## src/rtl/s1_share_arbiter_pkg.sv

```systemverilog
// Shared types and constants for the s1-cell share arbiter.
package s1_share_arbiter_pkg;

  localparam int NREQ  = 4;
  localparam int SEL_W = 2;

  typedef enum logic [1:0] {
    IDLE  = 2'b00,
    GRANT = 2'b01,
    CLEAR = 2'b10
  } state_t;

  // One-hot grant vector for a requester index.
  function automatic logic [NREQ-1:0] onehot(input logic [SEL_W-1:0] idx);
    return NREQ'(1) << idx;
  endfunction

endpackage

```

## src/rtl/s1_share_arbiter_rr_pick.sv

```systemverilog
// Rotating priority encoder: first requester at or after ptr, wrapping mod 4.
module rr_pick
  import s1_share_arbiter_pkg::*;
(
  input  logic [NREQ-1:0]  req,
  input  logic [SEL_W-1:0] ptr,
  output logic [SEL_W-1:0] idx,
  output logic             any
);

  // Scan from the farthest offset down so the nearest requester to ptr wins.
  always_comb begin
    idx = '0;
    any = 1'b0;
    for (int k = NREQ - 1; k >= 0; k--) begin
      if (req[ptr + SEL_W'(k)]) begin
        idx = ptr + SEL_W'(k);
        any = 1'b1;
      end
    end
  end

endmodule

```

## src/rtl/s1_share_arbiter.sv

```systemverilog
// Round-robin owner of one shared s1-cell register among 4 requesters.
// Drives the cell mux select and a one-cycle clear; flush beats any grant.
//
//   state | meaning
//   IDLE  | no owner, clr_o low, sel keeps last owner
//   GRANT | sel/gnt name the owner, bounded to MAX_HOLD cycles
//   CLEAR | one-cycle clr_o pulse to the shared register, no grant
module s1_share_arbiter
  import s1_share_arbiter_pkg::*;
#(
  parameter int MAX_HOLD = 4,
  parameter int CNT_W    = 3
) (
  input  logic             clk,
  input  logic             clr_n,
  input  logic [NREQ-1:0]  req,
  input  logic             flush,
  output logic [NREQ-1:0]  gnt,
  output logic [SEL_W-1:0] sel,
  output logic             clr_o,
  output logic             busy
);

  localparam logic [CNT_W-1:0] HOLD_LAST = CNT_W'(MAX_HOLD - 1);

  state_t           state;
  logic [SEL_W-1:0] ptr;
  logic [CNT_W-1:0] hold_cnt;

  logic [SEL_W-1:0] idx_cur;
  logic             any_cur;
  logic [SEL_W-1:0] ptr_rot;
  logic [SEL_W-1:0] idx_rot;
  logic             any_rot;
  logic             release_own;

  // Arbitration from IDLE uses the stored pointer.
  rr_pick u_pick_cur (
    .req (req),
    .ptr (ptr),
    .idx (idx_cur),
    .any (any_cur)
  );

  // Back-to-back handover arbitrates as if ptr had already moved past the owner,
  // so the outgoing owner only wins again when nobody else is asking.
  assign ptr_rot = sel + SEL_W'(1);

  rr_pick u_pick_rot (
    .req (req),
    .ptr (ptr_rot),
    .idx (idx_rot),
    .any (any_rot)
  );

  // sel holds the owner index throughout GRANT.
  assign release_own = !req[sel] || (hold_cnt == HOLD_LAST) || flush;

  // Sequencer: state, pointer, hold counter and all registered outputs.
  always_ff @(posedge clk or negedge clr_n) begin
    if (!clr_n) begin
      state    <= IDLE;
      gnt      <= '0;
      sel      <= '0;
      clr_o    <= 1'b0;
      busy     <= 1'b0;
      ptr      <= '0;
      hold_cnt <= '0;
    end else begin
      case (state)
        IDLE: begin
          if (flush) begin
            state <= CLEAR;
            gnt   <= '0;
            clr_o <= 1'b1;
            busy  <= 1'b1;
          end else if (any_cur) begin
            state    <= GRANT;
            gnt      <= onehot(idx_cur);
            sel      <= idx_cur;
            clr_o    <= 1'b0;
            busy     <= 1'b1;
            hold_cnt <= '0;
          end else begin
            gnt   <= '0;
            clr_o <= 1'b0;
            busy  <= 1'b0;
          end
        end

        GRANT: begin
          if (release_own) begin
            ptr      <= ptr_rot;
            hold_cnt <= '0;
            if (flush) begin
              state <= CLEAR;
              gnt   <= '0;
              clr_o <= 1'b1;
              busy  <= 1'b1;
            end else if (any_rot) begin
              state <= GRANT;
              gnt   <= onehot(idx_rot);
              sel   <= idx_rot;
              clr_o <= 1'b0;
              busy  <= 1'b1;
            end else begin
              state <= IDLE;
              gnt   <= '0;
              clr_o <= 1'b0;
              busy  <= 1'b0;
            end
          end else begin
            hold_cnt <= hold_cnt + CNT_W'(1);
          end
        end

        CLEAR: begin
          state <= IDLE;
          gnt   <= '0;
          clr_o <= 1'b0;
          busy  <= 1'b0;
        end

        default: begin
          state    <= IDLE;
          gnt      <= '0;
          clr_o    <= 1'b0;
          busy     <= 1'b0;
          hold_cnt <= '0;
        end
      endcase
    end
  end

endmodule

```

## config.mk

```make
export PLATFORM = sky130hd
export DESIGN_NAME = s1_share_arbiter
export DESIGN_NICKNAME = d
export VERILOG_FILES = /design/src/rtl/s1_share_arbiter_pkg.sv /design/src/rtl/s1_share_arbiter_rr_pick.sv /design/src/rtl/s1_share_arbiter.sv
export SDC_FILE = /design/constraint.sdc
export NUM_CORES = 1
export LEC_CHECK = 0
export BUFFER_PORTS_ARGS = -buffer_cell sky130_fd_sc_hd__buf_2
export CORE_AREA = 2 2 51 53
export CTS_BUF_LIST = sky130_fd_sc_hd__clkbuf_2
export DETAILED_ROUTE_END_ITERATION = 16
export DIE_AREA = 0 0 53 55
export GPL_TIMING_DRIVEN = 1
export HOLD_SLACK_MARGIN = 0.1
export SYNTH_ARGS = -nofsm -noshare
export SYNTH_HDL_FRONTEND = slang
export SYNTH_HIERARCHICAL = 1
export SYNTH_SLANG_ARGS = --single-unit
export TNS_END_PERCENT = 30
```

## constraint.sdc

```tcl
create_clock -name clk -period 2.2 [get_ports clk]
set_input_delay 0.66 -clock clk [delete_from_list [all_inputs] [get_ports clk]]
set_output_delay 0.66 -clock clk [all_outputs]
set_load 0.02 [all_outputs]
```

* Word-level counts from Yosys, hierarchy flattened
Index checks and enable logic that the tools add are counted.
** Cells by class
- $add $sub $neg :: 8
- $lt $le $gt $ge :: 9
- Eq/ne operators :: 9
- Shift operators :: 2
- Muxes and demuxes :: 65
- Bitwise gates (word level) :: 1
- Reductions and logical operators :: 9
** Operators with widths (number)
- 2-bit two-way mux :: 17
- 2-bit by 3-bit < comparator with 1-bit output (second input constant) :: 9
- 1-bit two-way mux :: 25
- 4-bit two-way mux :: 5
- 1-bit binary-select mux with 2-bit select :: 9
- 2-bit != test (second input constant) :: 5
- 3-bit two-way mux :: 3
- 3-bit one-hot mux with 3 select lines :: 1
- 2-bit adder (second input constant) :: 4
- 2-bit one-hot mux with 2 select lines :: 2
- 4-bit one-hot mux with 2 select lines :: 1
- 1-bit by 2-bit left shift with 4-bit output (first input constant) :: 2
- 2-bit by 1-bit adder with 2-bit output (second input constant) :: 3
- 6-bit AND reduction :: 1
- 1-bit one-hot mux with 2 select lines :: 2
- 2-bit AND reduction :: 2
- 3-bit by 1-bit adder with 3-bit output (second input constant) :: 1
- 3-bit by 2-bit equality test with 1-bit output (second input constant) :: 1
- 3-bit != test (second input constant) :: 1
- 3-bit AND reduction :: 1
- 2-bit by 1-bit equality test with 1-bit output (second input constant) :: 1
- 2-bit equality test (second input constant) :: 1
- 2-bit logical NOT :: 1
- 1-bit logical OR :: 2
- 3 further kinds :: 3
** Word-level totals
- Flip-flop bits (word level) :: 15
- Input port bits :: 7
- Output and inout bits :: 8
- Logic and storage cells :: 110

* Logic depth before layout (Yosys ltp)
- Depth after elaboration :: 13
- Depth in mapped cells :: 7
- Mapped depth without buffers :: 7

* By module
The synthesis kept the hierarchy.
** By module, submodules not included
- s1_share_arbiter :: times used 1, cells an instance 79, area each 868.3 sq um, sequential area each 375.4 sq um
- rr_pick :: times used 2, cells an instance 13, area each 77.6 sq um, sequential area each 0.0 sq um

* Worst setup path after synthesis
OpenSTA, ideal clock, no wires.
- Path type :: flip-flop to flip-flop
- Start point :: register sel[0]
- End point :: register gnt[2]
- Library setup time :: 0.125 ns
- Arrival :: 1.693 ns
- Required time :: 2.075 ns
- Setup slack :: 0.382 ns
- Stages on the path, launching flop included :: 6
- Buffers on the path :: 0
- Period minus slack after synthesis :: 1.818 ns
- Path through :: dfrtp_1 > xor2_1 > mux2i_1 > a211oi_2 > o21ai_0 > mux2_4
** On the way
- Word-level cells in the longest chain between the ends :: 13
- Elaborated cells on any way between the ends :: 31
- Those cells by class :: add/sub: 4; eq/ne: 1; shift: 1; mux: 22; reduce/logical: 3
** RTL lines
- from (decl) :: line s1_share_arbiter.sv:19 : output logic [SEL_W-1:0] sel,
- from (signal assigned) :: line s1_share_arbiter.sv:80 : sel <= idx_cur;
- from (signal assigned) :: line s1_share_arbiter.sv:103 : sel <= idx_rot;
- 2-bit by 1-bit adder with 2-bit output * :: line s1_share_arbiter.sv:47 : assign ptr_rot = sel + SEL_W'(1);
- via ptr_rot[1] :: line s1_share_arbiter.sv:32 : logic [SEL_W-1:0] ptr_rot;
- 2-bit adder :: line s1_share_arbiter_rr_pick.sv:16 : if (req[ptr + SEL_W'(k)]) begin
- 1-bit binary-select mux with 2-bit select :: line s1_share_arbiter_rr_pick.sv:16
- 1-bit two-way mux (implied by the code) :: line s1_share_arbiter_rr_pick.sv:16
- 2-bit two-way mux (3 in a row) :: line s1_share_arbiter_rr_pick.sv:16
- 2-bit two-way mux * :: line s1_share_arbiter_rr_pick.sv:16
- via idx_rot[0] :: line s1_share_arbiter.sv:33 : logic [SEL_W-1:0] idx_rot;
- 1-bit by 2-bit left shift with 4-bit output * :: line s1_share_arbiter_pkg.sv:15 : return NREQ'(1) << idx;
- 4-bit two-way mux * :: line s1_share_arbiter.sv:100 : end else if (any_rot) begin
- 4-bit two-way mux * :: line s1_share_arbiter.sv:95 : if (flush) begin
- 4-bit two-way mux * :: line s1_share_arbiter.sv:92 : if (release_own) begin
- 4-bit one-hot mux with 2 select lines * :: line s1_share_arbiter.sv:70 : case (state)
- to (signal assigned) :: line s1_share_arbiter.sv:79 : gnt <= onehot(idx_cur);
- to (signal assigned) :: line s1_share_arbiter.sv:102 : gnt <= onehot(idx_rot);
- to (decl) :: line s1_share_arbiter.sv:18 : output logic [NREQ-1:0] gnt,
Mark *: on every way through the listed nets, which the timed path passes. The rest lies on a longest branch. The select of a mux whose other input is x is not followed.
A chain may end at the register's enable or synchronous reset.

* Final worst setup path
Same ends and word-level chain as after synthesis.

==> metrics.md <==
| Metric | Value |
|---|---|
| Final setup violation count | 0 |
| Count of cell types in the netlist | 35 |
| Outcome | complete, no violations |
| M1 wire length | 958 µm |
| Crit start category | flip-flop |
| Cell Rows | 18 |
| Top-count cell post-synth | dfrtp_1 |
| Headroom to the max-slew limit | 74.2% |
| DP Worst Slack | 0.169 ns |
| Multi-input logic area | 617 µm² |
| Highest routed metal layer | met4 |
| Synth Instances | 105 |
| Initial core utilization | 43.3% |
| Post-route clock period utilization | 87.6% |
| Drt wl/cell | 13.3 µm |
| Share of cells above drive strength 1 | 30.0% |
| Peak supply drop | 0.000656 V |
| Worst skew pair latency | 0.29 ns |
| Input/output buffers | 14 |
| GPL Wtd Cong | 0.799 |
| Primary FF master, synth | dfrtp_1 |
| #FFs+latches synth | 15 |
| CTS Buf Count | 3 |
| First-pass GRT wire length | 3.36 mm |
| Die area | 0.00292 mm² |
| Worst min path class | in -> async |
| Area Overhead vs Synth | 12.0% |
| Final HPWL DP | 1.49 mm |
| Antenna-violating nets left | 0 |
| Detailed Route WL | 2.00 mm |
| Drt first-iter violations | 13 |
| DR vias/cell | 5.30 |
| Fmax | 519 MHz |
| Crit path capture type | flip-flop |
| Slew @ Worst Pin | 0.386 ns |
| # IOs | 15 |
| Final Max Tran Viols | 0 |
| Register area | 375 µm² |
| Vias in the first global route | 738 |
| Die Y-Extent | 55 µm |
| MaxCap Viol Count | 0 |
| Setup TNS | 0 ns |
| Cell area power density | 965 mW/mm² |
| GRT Util Overall | 16.2% |
| Gr ovfl total | 0 |
| Commonest cells in the synthesized netlist | 15 x dfrtp_1, 12 x nor2_1, 9 x nand2_1 |
| Final worst setup slack | 0.272 ns |
| Post-layout net count | 130 |
| Yosys top cell by area | dfrtp_1 |
| Worst EP arrival | 2.12 ns |
| Crit-path max FO | 6 |
| Unrepaired setup endpoints after global routing | false |
| Initial antenna violation count | 0 |
| Share of the yosys chip area belonging to registers | 36.7% |
| Leak | 0.530 nW |
| Met2 routed WL | 921 µm |
| Yosys warns | 6 |
| Fill cells | 237 |
| CTS tree | done |
| CTS Buffer Depth | 2 |
| Syn Std Cell Area | 0.00102 mm² |
| Worst Reg-to-Reg Cells | 6 |
| Hold_buf cts | 0 |
| # clock sinks | 15 |
| Post-synth EDFFs | 0 |
| Via count | 795 |
| First-pass iteration count of the detailed router | 4 |
| Pin count of the biggest net entering global routing | 16 |
| Die W | 53 µm |
| Root Buffer | clkbuf_2 |
| Postcts setup bufs | 0 |
| Hold Fails Final Rpt | 0 |
| H-tree depth | 1 |
| Synthesized net count | 114 |
| WS Path Type | reg -> reg |
| Tmin final | 1.93 ns |
| WL met3 | 77 µm |
| Clock skew | 0.00522 ns |
| Syn avg cell area | 9.75 µm² |
| Worst Path Required | 2.39 ns |
| Diodes inserted | 0 |
| Number of remaining DRC errors | 0 |
| Core area | 0.00236 mm² |
| Post-synth top area share | 36.7% |
| Synth area leaders | dfrtp_1 37%, mux2i_1 6.8%, mux2_4 5.9% |
| Reg clk slew, reported paths | 0.15 ns |
| Ys async rst share | 100% |
stage by stage:
stage | util, % | cell area, µm² | instances | total power, W | hold slack (ns)
2_1_floorplan | - | 1020 | 105 | 0.000827 | 0.364
3_3_place_gp | 47.3 | 1120 | 146 | 0.000954 | 0.471
3_5_place_dp | 47.3 | 1120 | 146 | 0.000966 | 0.471
4_1_cts | 48.1 | 1140 | 150 | 0.00111 | 0.250
5_1_grt | 48.5 | 1150 | 150 | 0.00119 | 0.238
6_report | 48.5 | 1150 | 150 | 0.00111 | 0.241
state kept, by name, summed over array words and instances (netlist names):
| register | count |
|---|---|
| sel | 2 |
| clr_o | 1 |
| gnt | 4 |
| state | 2 |
| busy | 1 |
| hold_cnt | 3 |
| ptr | 2 |
power breakdown:
part	internal [W]	switching (W)	leakage (nW)
clock	0.0000482	0.0000902	0.0166
combinational	0.000238	0.000305	0.323
sequential	0.000338	0.0000863	0.191
total	0.000625	0.000481	0.530
repair_timing:
action	CTS	global route
endpoints found under the setup margin	0	1
resized for setup	0	1
hold endpoints to repair	0	0
worst paths after layout:
check	from	slack, ns	end
setup reg to reg	sel[0]	0.27	gnt[2]
max in group asynchronous	clr_n	1.71	gnt[2]
setup / recovery	sel[0]	0.27	gnt[2]
min in group clk	hold_cnt[2]	0.50	hold_cnt[2]
hold / removal	clr_n	0.24	sel[1]
hold reg to reg	hold_cnt[2]	0.50	hold_cnt[2]
layout make-up:
type / instances / area share, %
multi-input combinational: 81 / 53.8
timing repair buffer: 15 / 6.77
tap: 30 / 3.28
clock buffer: 4 / 1.75
sequential: 15 / 32.8
inverter: 5 / 1.64
logic make-up (layout without fill, tap and decap cells):
group	count (synthesis)	in the layout	synth area share [%]
AO/OA/AOI/OAI	22	22	16.4
XOR/XNOR	1	1	0.856
adder cells (fa/ha/maj)	2	2	2.44
buffers and inverters	9	24	3.79
flip-flops	15	15	36.7
multiplexers	14	14	16.0
AND/OR/NAND/NOR	42	42	23.8
worst max-delay path: stages (launching register included):
cell	delay, ns
dfrtp_1	0.49
xor2_2	0.34
nand2b_1	0.16
a21oi_1	0.07
a211oi_2	0.33
o21ai_0	0.16
mux2_4	0.27
metal layers:
metal | up-vias | global-route usage (%)
li1 | 403 | -
met1 | 367 | 20.1
met2 | 19 | 26.7
met3 | 6 | 4.84
met4 | 0 | 6.41
met5 | - | 0
layout by cell type (no fill, tap or decap), types with 2 or more instances in the layout:
cell type,netlist,routed
a21oi_1,6,6
mux2_4,4,4
nand2b_1,4,4
clkbuf_2,1,4
nand3b_1,2,2
buf_2,3,14
o21ai_0,5,5
mux2_1,2,2
nor3b_1,3,3
a211oi_2,2,2
dfrtp_1,15,15
ha_1,2,2
inv_1,5,5
nand2_1,9,9
nor2_1,12,12
nand3_1,4,4
mux2i_1,7,7
a211oi_1,2,2
Note: power is estimated with default switching activity, not from simulation.
